`src/rtl/regfile_seq_pkg.sv`:
```
// Shared types and constants for the register-file instruction sequencer.
// Instruction field positions, opcode and FSM encodings, register-file command encodings.
package regfile_seq_pkg;

  localparam int DATA_W   = 16;
  localparam int ADDR_W   = 3;
  localparam int INSTR_W  = 16;
  localparam int BITPOS_W = $clog2(DATA_W);

  localparam int OP_MSB     = 15;
  localparam int OP_LSB     = 12;
  localparam int RD_MSB     = 11;
  localparam int RD_LSB     = 9;
  localparam int RS0_MSB    = 8;
  localparam int RS0_LSB    = 6;
  localparam int RS1_MSB    = 5;
  localparam int RS1_LSB    = 3;
  localparam int IMM_MSB    = 7;
  localparam int IMM_LSB    = 0;

  typedef enum logic [3:0] {
    OP_NOP  = 4'h0,
    OP_MOV  = 4'h1,
    OP_ADD  = 4'h2,
    OP_SUB  = 4'h3,
    OP_AND  = 4'h4,
    OP_OR   = 4'h5,
    OP_XOR  = 4'h6,
    OP_LDI  = 4'h7,
    OP_SWAP = 4'h8,
    OP_BSET = 4'h9,
    OP_BCLR = 4'hA,
    OP_SHL  = 4'hB,
    OP_SHR  = 4'hC
  } opcode_e;

  typedef enum logic [1:0] {
    ST_IDLE,
    ST_READ,
    ST_EXEC,
    ST_WRITE
  } state_e;

  localparam logic [1:0] RF_BIT_OP_SET = 2'b00;

  function automatic logic is_legal(input logic [3:0] op);
    return op <= OP_SHR;
  endfunction

  function automatic logic updates_flags(input logic [3:0] op);
    return (op == OP_ADD) || (op == OP_SUB) || (op == OP_AND) || (op == OP_OR) ||
           (op == OP_XOR) || (op == OP_SHL) || (op == OP_SHR);
  endfunction

endpackage

```
`src/rtl/regfile_seq_alu.sv`:
```
// Combinational result, carry/borrow and zero for the captured operands and opcode.
module regfile_seq_alu
  import regfile_seq_pkg::*;
(
  input  logic [3:0]          op,
  input  logic [DATA_W-1:0]   opa,
  input  logic [DATA_W-1:0]   opb,
  input  logic [7:0]          imm8,
  input  logic [BITPOS_W-1:0] bitpos,
  output logic [DATA_W-1:0]   result,
  output logic                carry,
  output logic                zero
);

  logic [DATA_W:0] sum;
  logic [DATA_W:0] diff;

  // The 17th bit of the widened subtract is the borrow (opa < opb).
  assign sum  = {1'b0, opa} + {1'b0, opb};
  assign diff = {1'b0, opa} - {1'b0, opb};

  // NOTE: every output gets a default first so no path through the case infers a latch.
  always_comb begin
    result = '0;
    carry  = 1'b0;
    case (op)
      OP_MOV:  result = opa;
      OP_ADD:  {carry, result} = sum;
      OP_SUB:  {carry, result} = diff;
      OP_AND:  result = opa & opb;
      OP_OR:   result = opa | opb;
      OP_XOR:  result = opa ^ opb;
      OP_LDI:  result = {{(DATA_W-8){1'b0}}, imm8};
      OP_BCLR: result = opa & ~(DATA_W'(1) << bitpos);
      OP_SHL:  begin
        result = {opa[DATA_W-2:0], 1'b0};
        carry  = opa[DATA_W-1];
      end
      OP_SHR:  begin
        result = {1'b0, opa[DATA_W-1:1]};
        carry  = opa[0];
      end
      default: ;
    endcase
  end

  assign zero = (result == '0);

endmodule

```
`src/rtl/regfile_sequencer.sv`:
```
// Four-cycle instruction sequencer (IDLE/READ/EXEC/WRITE) driving the 8x16 register-file port.
// Optional status flags are built when SEQ_FLAGS_EN is defined; otherwise they are tied to 0.
module regfile_sequencer
  import regfile_seq_pkg::*;
(
  input  logic                clk,
  input  logic                rst,
  input  logic                instr_valid,
  output logic                instr_ready,
  input  logic [INSTR_W-1:0]  instr,
  output logic                busy,
  output logic                done,
  output logic                err,
  output logic [ADDR_W-1:0]   rf_read_addr_0,
  output logic [ADDR_W-1:0]   rf_read_addr_1,
  input  logic [DATA_W-1:0]   rf_read_data_0,
  input  logic [DATA_W-1:0]   rf_read_data_1,
  output logic                rf_write_en,
  output logic                rf_swap_en,
  output logic                rf_bit_op_en,
  output logic [ADDR_W-1:0]   rf_write_addr,
  output logic [DATA_W-1:0]   rf_data_in,
  output logic [1:0]          rf_bit_op,
  output logic [BITPOS_W-1:0] rf_bit_position,
  output logic                zero_flag,
  output logic                carry_flag
);

  state_e state, state_nxt;
  logic   accept;

  logic [3:0]        op_q;
  logic [ADDR_W-1:0] rd_q;
  logic [7:0]        imm8_q;
  logic [DATA_W-1:0] opa_q, opb_q;

  logic [DATA_W-1:0] alu_result;
  logic              alu_carry, alu_zero;

  logic                in_bitop;
  logic [ADDR_W-1:0]   read_addr_0_d, read_addr_1_d;
  logic                done_d, err_d, write_en_d, swap_en_d, bit_op_en_d;
  logic [ADDR_W-1:0]   write_addr_d;
  logic [DATA_W-1:0]   data_in_d;
  logic [1:0]          bit_op_d;
  logic [BITPOS_W-1:0] bit_position_d;

  assign instr_ready = (state == ST_IDLE);
  assign busy        = ~instr_ready;
  assign accept      = instr_valid & instr_ready;
  assign in_bitop    = (instr[OP_MSB:OP_LSB] == OP_BSET) || (instr[OP_MSB:OP_LSB] == OP_BCLR);

  always_ff @(posedge clk) begin
    if (rst) state <= ST_IDLE;
    else     state <= state_nxt;
  end

  always_comb begin
    state_nxt = state;
    case (state)
      ST_IDLE:  if (accept) state_nxt = ST_READ;
      ST_READ:  state_nxt = ST_EXEC;
      ST_EXEC:  state_nxt = ST_WRITE;
      ST_WRITE: state_nxt = ST_IDLE;
      default:  state_nxt = ST_IDLE;
    endcase
  end

  // Next values of the registered outputs: everything is zero except in the one state it belongs to.
  always_comb begin
    read_addr_0_d  = '0;
    read_addr_1_d  = '0;
    done_d         = 1'b0;
    err_d          = 1'b0;
    write_en_d     = 1'b0;
    swap_en_d      = 1'b0;
    bit_op_en_d    = 1'b0;
    write_addr_d   = '0;
    data_in_d      = '0;
    bit_op_d       = '0;
    bit_position_d = '0;
    if (accept) begin
      read_addr_0_d = in_bitop ? instr[RD_MSB:RD_LSB] : instr[RS0_MSB:RS0_LSB];
      read_addr_1_d = instr[RS1_MSB:RS1_LSB];
    end
    if (state == ST_EXEC) begin
      done_d = 1'b1;
      if (!is_legal(op_q)) begin
        err_d = 1'b1;
      end else begin
        case (op_q)
          OP_NOP: ;
          OP_SWAP: begin
            write_en_d   = 1'b1;
            swap_en_d    = 1'b1;
            write_addr_d = rd_q;
          end
          OP_BSET: begin
            write_en_d     = 1'b1;
            bit_op_en_d    = 1'b1;
            write_addr_d   = rd_q;
            bit_op_d       = RF_BIT_OP_SET;
            bit_position_d = imm8_q[BITPOS_W-1:0];
          end
          default: begin
            write_en_d   = 1'b1;
            write_addr_d = rd_q;
            data_in_d    = alu_result;
          end
        endcase
      end
    end
  end

  // NOTE: sequential state uses non-blocking assignments so every register samples pre-edge values.
  always_ff @(posedge clk) begin
    if (rst) begin
      rf_read_addr_0  <= '0;
      rf_read_addr_1  <= '0;
      done            <= 1'b0;
      err             <= 1'b0;
      rf_write_en     <= 1'b0;
      rf_swap_en      <= 1'b0;
      rf_bit_op_en    <= 1'b0;
      rf_write_addr   <= '0;
      rf_data_in      <= '0;
      rf_bit_op       <= '0;
      rf_bit_position <= '0;
    end else begin
      rf_read_addr_0  <= read_addr_0_d;
      rf_read_addr_1  <= read_addr_1_d;
      done            <= done_d;
      err             <= err_d;
      rf_write_en     <= write_en_d;
      rf_swap_en      <= swap_en_d;
      rf_bit_op_en    <= bit_op_en_d;
      rf_write_addr   <= write_addr_d;
      rf_data_in      <= data_in_d;
      rf_bit_op       <= bit_op_d;
      rf_bit_position <= bit_position_d;
    end
  end

  // NOTE: datapath capture registers carry no reset; each is written before it is ever consumed.
  always_ff @(posedge clk) begin
    if (accept) begin
      op_q   <= instr[OP_MSB:OP_LSB];
      rd_q   <= instr[RD_MSB:RD_LSB];
      imm8_q <= instr[IMM_MSB:IMM_LSB];
    end
    if (state == ST_READ) begin
      opa_q <= rf_read_data_0;
      opb_q <= rf_read_data_1;
    end
  end

  regfile_seq_alu u_alu (
    .op     (op_q),
    .opa    (opa_q),
    .opb    (opb_q),
    .imm8   (imm8_q),
    .bitpos (imm8_q[BITPOS_W-1:0]),
    .result (alu_result),
    .carry  (alu_carry),
    .zero   (alu_zero)
  );

`ifdef SEQ_FLAGS_EN
  always_ff @(posedge clk) begin
    if (rst) begin
      zero_flag  <= 1'b0;
      carry_flag <= 1'b0;
    end else if (state == ST_EXEC && updates_flags(op_q)) begin
      zero_flag  <= alu_zero;
      carry_flag <= alu_carry;
    end
  end
`else
  logic unused_alu_flags;
  assign unused_alu_flags = alu_zero ^ alu_carry;
  assign zero_flag  = 1'b0;
  assign carry_flag = 1'b0;
`endif

endmodule
```
`config.mk`:
```
export PLATFORM = sky130hd
export DESIGN_NAME = regfile_sequencer
export DESIGN_NICKNAME = d
export VERILOG_FILES = /design/src/rtl/regfile_seq_pkg.sv /design/src/rtl/regfile_seq_alu.sv /design/src/rtl/regfile_sequencer.sv
export SDC_FILE = /design/constraint.sdc
export NUM_CORES = 1
export LEC_CHECK = 0
export ABC_AREA = 1
export BUFFER_PORTS_ARGS = -buffer_cell sky130_fd_sc_hd__buf_2
export CAP_MARGIN = 15
export CORE_ASPECT_RATIO = 2
export CORE_MARGIN = 2
export CORE_UTILIZATION = 61
export DETAILED_ROUTE_END_ITERATION = 8
export PLACE_DENSITY = 0.88
export SLEW_MARGIN = 20
export SYNTH_ARGS = -nofsm -noshare
export SYNTH_HDL_FRONTEND = slang
export SYNTH_SLANG_ARGS = --single-unit
```
`constraint.sdc`:
```
create_clock -name clk -period 3.8 [get_ports clk]
set_input_delay 0.57 -clock clk [delete_from_list [all_inputs] [get_ports clk]]
set_output_delay 0.57 -clock clk [all_outputs]
set_load 0.02 [all_outputs]
```
== Word-level counts from Yosys, hierarchy flattened ==
Index checks and enable logic that the tools add are counted.
Operators by class
  add/subtract/negate cells: 2
  order comparisons: 1
  equality and inequality tests: 18
  shift operators: 1
  muxes and demuxes: 9
  bitwise operators: 11
  reduce and logical (&&, ||, !) cells: 9
Operators with widths (count)
  16-bit case mux with 10 select lines: 1
  16-bit bitwise AND: 2
  4-bit equality test, second input constant: 7
  16-bit adder: 1
  4-bit by 3-bit equality test with 1-bit output, second input constant: 4
  16-bit inverter: 1
  16-bit bitwise OR: 1
  1-bit by 4-bit left shift with 16-bit output, first input constant: 1
  16-bit subtractor: 1
  16-bit XOR: 1
  4-bit by 2-bit equality test with 1-bit output, second input constant: 2
  2-bit case mux with 4 select lines: 1
  4-bit OR reduction: 2
  6-bit OR reduction: 1
  1-bit two-way mux: 5
  1-bit inverter: 5
  2-bit equality test, second input constant: 2
  4-bit by 1-bit equality test with 1-bit output, second input constant: 1
  4-bit less-or-equal comparator, second input constant: 1
  4-bit logical NOT: 1
  2-bit OR reduction: 2
  3-bit two-way mux: 1
  3-bit OR reduction: 1
  2-bit by 1-bit equality test with 1-bit output, second input constant: 1
  other kinds (5): 5
Storage, ports and cells
  bits in registers: 83
  input port bits: 51
  output and inout bits: 40
  logic and storage cells: 67

== Depth between registers and ports, before layout ==
  word-level depth: 4
  mapped depth: 20
  depth with buffers taken out: 20

== Hierarchy ==
From an unflattened synthesis, not the netlist that was laid out.
Unflattened totals
  cells, all modules: 949
  area, all modules: 6381.1 um^2
Modules (own cells, without submodules)
  regfile_seq_alu: times used 1, cells each 736, area each 3569.7 um^2
  regfile_sequencer: times used 1, cells each 213, area each 2811.4 um^2

== Worst setup path after synthesis ==
No wires, ideal clock.
  path type: register -> register
  start: register op_q[2]
  end: register rf_data_in[14]
  setup time: 120 ps
  arrival: 2333 ps
  slack: 1347 ps
  cell stages (with the launch flop): 18
  cell sequence: edfxtp_1 -> nor2_1 -> nand2_1 -> inv_1 -> nor2_1 -> a21oi_1 -> o21ai_0 -> xor2_1 -> ha_1 -> inv_1 -> nor3_1 -> inv_1 -> nor2_1 -> nand2_1 -> nand2_1 -> nand2_1 -> nand3_1 -> a21oi_1
On the way
  longest elaborated chain between the ends: 3
Ends and longest elaborated chain
  start, declared: line regfile_sequencer.sv:32  | logic [3:0] op_q;
  start signal, assigned: line regfile_sequencer.sv:147  | op_q <= instr[OP_MSB:OP_LSB];
  4-bit less-or-equal comparator: line regfile_seq_pkg.sv:47  | return op <= OP_SHR;
  1-bit inverter (no line)
  6-bit OR reduction (no line)
  end signal, assigned: line regfile_sequencer.sv:138  | rf_data_in <= data_in_d;
  end, declared: line regfile_sequencer.sv:22  | output logic [DATA_W-1:0] rf_data_in,
Several ways; a longest one is shown, not always the timed one.
A chain may end at the register's enable or synchronous reset.

== Worst setup path after layout ==
  start: register op_q[1]
  end: register rf_data_in[15]
The elaborated chain is that of the path after synthesis.

==> run_results.csv <==
group,metric,value,unit
global_routing,overflow,0,
floorplanning,die_y,133,um
floorplanning,design.core.area,8170,um^2
drt,drc_errors,0,
placed_design,place_inst,831,
layout,antenna-diode-count,0,
yosys,ys_top_cells_by_area,"edfxtp_1 28%, dfxtp_1 14%, nand2_1 12%",
sta,worst_slew_pin_slew,0.650,ns
sta,fin_crit_sh,81.8,%
yosys,syn_avg_cell_area,7.74,um^2
yosys,netlist.area_leader.share,28.0,%
clock_tree,clock-sinks,83,
global_routing,antenna_found_initial,0,
power_and_ir_drop,p_leak,2.97,nW
sta,post-route-min-period,3.11,ns
sta,fin_ws,0.690,ns
placed_design,dp_hpwl,11500,um
yosys,yosys_warnings,0,
clock_tree,cts_tree,"done",
placed_design,post-place-ws,0.746,ns
layout,final_core_utilization,71.7,%
clock_tree,cts_setup_buffers,0,
global_routing,grt_pass1_wl,23000,um
global_routing,grt_pass1_vias,4945,
drt,vias,4876,
yosys,synth-edff-count,47,
drt,wl_per_cell,17.4,um
yosys,synthArstFlopShare,0,%
global_routing,track_usage,34.6,%
floorplanning,die-area,9060,um^2
yosys,synth_area,5050,um^2
layout,final_cell_mix,"160 x nand2_1, 113 x inv_1, 86 x buf_2",
layout,syn_to_final_growth,16.2,%
yosys,seq_area_frac_synth,42.2,%
clock_tree,cts_buffers,9,
yosys,synth.distinct_cells,36,
sta,hold_violations,0,
setup_path,path_class,"reg -> reg",
floorplanning,placementRows,47,
power_and_ir_drop,ir_drop,0.594,mV
clock_tree,clkSlewWorstSetupHoldPaths,0.07,ns
power_and_ir_drop,p_per_area,696,nW/um^2
worst_hold_path,hold_class,"in -> reg",
drt,drtIter0Drc,304,
drt,ant_nets,0,
yosys,ys_ff_latch,83,
clock_tree,clk_latency,0.35,ns
clock_tree,cts-resized-gates,0,
flow_run,drv_cap,0,
layout,final_nets,831,
drt,firstDrtPassIters,5,
sta,relSlewSlack,56.6,%
floorplanning,fp.dieW,68.3,um
drt,drt_wl_total,14700,um
layout,final_common_cell,"nand2_1",
yosys,synth_top_cell_by_area,"edfxtp_1",
sta,fin_tns_setup,0,ns
global_routing,grt_max_degree,33,
outcome,status,"finished, final reports clean",
sta,max_freq,322,MHz
drt,vias_per_cell,5.76,
sta,rsz0062_at_grt,"false",
clock_tree,clockRootBuffer,"clkbuf_16",
clock_tree,clock_path_buffers,2,
floorplanning,io_pins,91,
layout,layout-drive-gt1-share,15.9,%
sta,hold_slack,0.393,ns
clock_tree,htree_levels,3,
floorplanning,start_util,61.7,%
setup_path,path_max_fanout,13,
sta,drv_slew,0,
sta,fin_skew,0.0113,ns
setup_path,endpoint_kind,"flip-flop",
placed_design,port_buffers,86,
setup_path,required,4.03,ns
setup_path,crit_path_start_kind,"flip-flop",
placed_design,place.gp.congestion,0.930,
clock_tree,cts_hold_buf,0,
layout,final_cell_count_no_fill,847,
sta,setup_viol,0,
setup_path,worstPathArrival,3.34,ns
yosys,synthFlopType,"edfxtp_1",
yosys,synth_cells,652,
[path summary, 6_finish.rpt]
| path | from | to | slack [ns] | cells after the start |
|---|---|---|---|---|
| worst max-delay path | op_q[1]$_DFFE_PP_ | rf_data_in[15]$_SDFF_PP0_ | 0.69 | 17 |
| worst min-delay path | rf_read_data_0[6] | opa_q[6]$_DFFE_PN_ | 0.39 | 1 |
| worst max register to register | op_q[1]$_DFFE_PP_ | rf_data_in[15]$_SDFF_PP0_ | 0.69 | 17 |
| worst min register to register | rd_q[1]$_DFFE_PP_ | rf_write_addr[1]$_SDFF_PP0_ | 0.48 | 2 |
[synth_stat cells (all sizes together) (8+ instances only)]
| library cell | n |
|---|---|
| nand2 | 162 |
| inv | 116 |
| nor2 | 67 |
| edfxtp | 47 |
| a21oi | 41 |
| dfxtp | 36 |
| ha | 35 |
| nand3 | 29 |
| o21ai | 28 |
| nor3 | 15 |
| xor2 | 15 |
| buf | 10 |
| o22ai | 8 |
[sequential cells by signal, summed over array words and instances (netlist names), 2 cells and up]
signal	count
imm8_q	8
op_q	4
opa_q	16
opb_q	16
rd_q	3
rf_bit_position	4
rf_data_in	16
rf_read_addr_0	3
rf_read_addr_1	3
rf_write_addr	3
state	2
[layer usage]
metal,GRT usage (%),wire length (um),vias to the layer above
met5,0,0,-
met4,22.6,994,0
met3,5.44,760,68
met2,62.7,7950,239
met1,33.8,5020,2260
li1,-,-,2309
[power by group]
group / leakage, nW / switching, mW / internal [mW]
Clock: 0.154 / 0.405 / 0.524
Combinational: 2.09 / 1.23 / 0.577
Sequential: 0.731 / 0.162 / 1.18
Total: 2.97 / 1.79 / 2.29
[worst max-delay path, cell delays in order (launching register included)]
cell and delay, ns:
edfxtp_1 0.46, nand2_1 0.13, inv_1 0.06, nand2_1 0.31, inv_1 0.21, nor2_1 0.22
xor2_1 0.25, inv_1 0.08, ha_1 0.35, nand2_1 0.12, inv_1 0.12, nand2_1 0.10
nor3_1 0.23, nand2_1 0.09, nand2_1 0.07, nand2_1 0.05, nand3_1 0.08, a21oi_1 0.06
[stage by stage]
step / power [mW] / cell area (um^2)
finish: 4.08 / 5860
CTS: 4.05 / 5860
detailed placement: 3.12 / 5560
global placement: 3.06 / 5560
floorplan: 2.60 / 5060
global route: 4.34 / 5860
[logic make-up (layout without fill, tap and decap cells)]
family	count (synthesis)	count (layout)	share of synthesized area, %
AND/OR/NAND/NOR	288	288	24.0
buffers and inverters	126	220	10.0
flip-flops	83	83	42.2
AO/OA/AOI/OAI	102	102	11.8
adder cells (fa/ha/maj)	36	36	9.07
XOR/XNOR	16	16	2.78
other	1	4	0.0743
[final cells by class]
cell class	instances	area, um^2
clock buffers	9	225
clock inverters	7	83.8
fillers	639	2310
inverters	116	435
multi-input cells	446	2420
flip-flops and latches	83	2130
well taps	98	123
repair buffers	88	445
(Power assumes the default switching activity.)
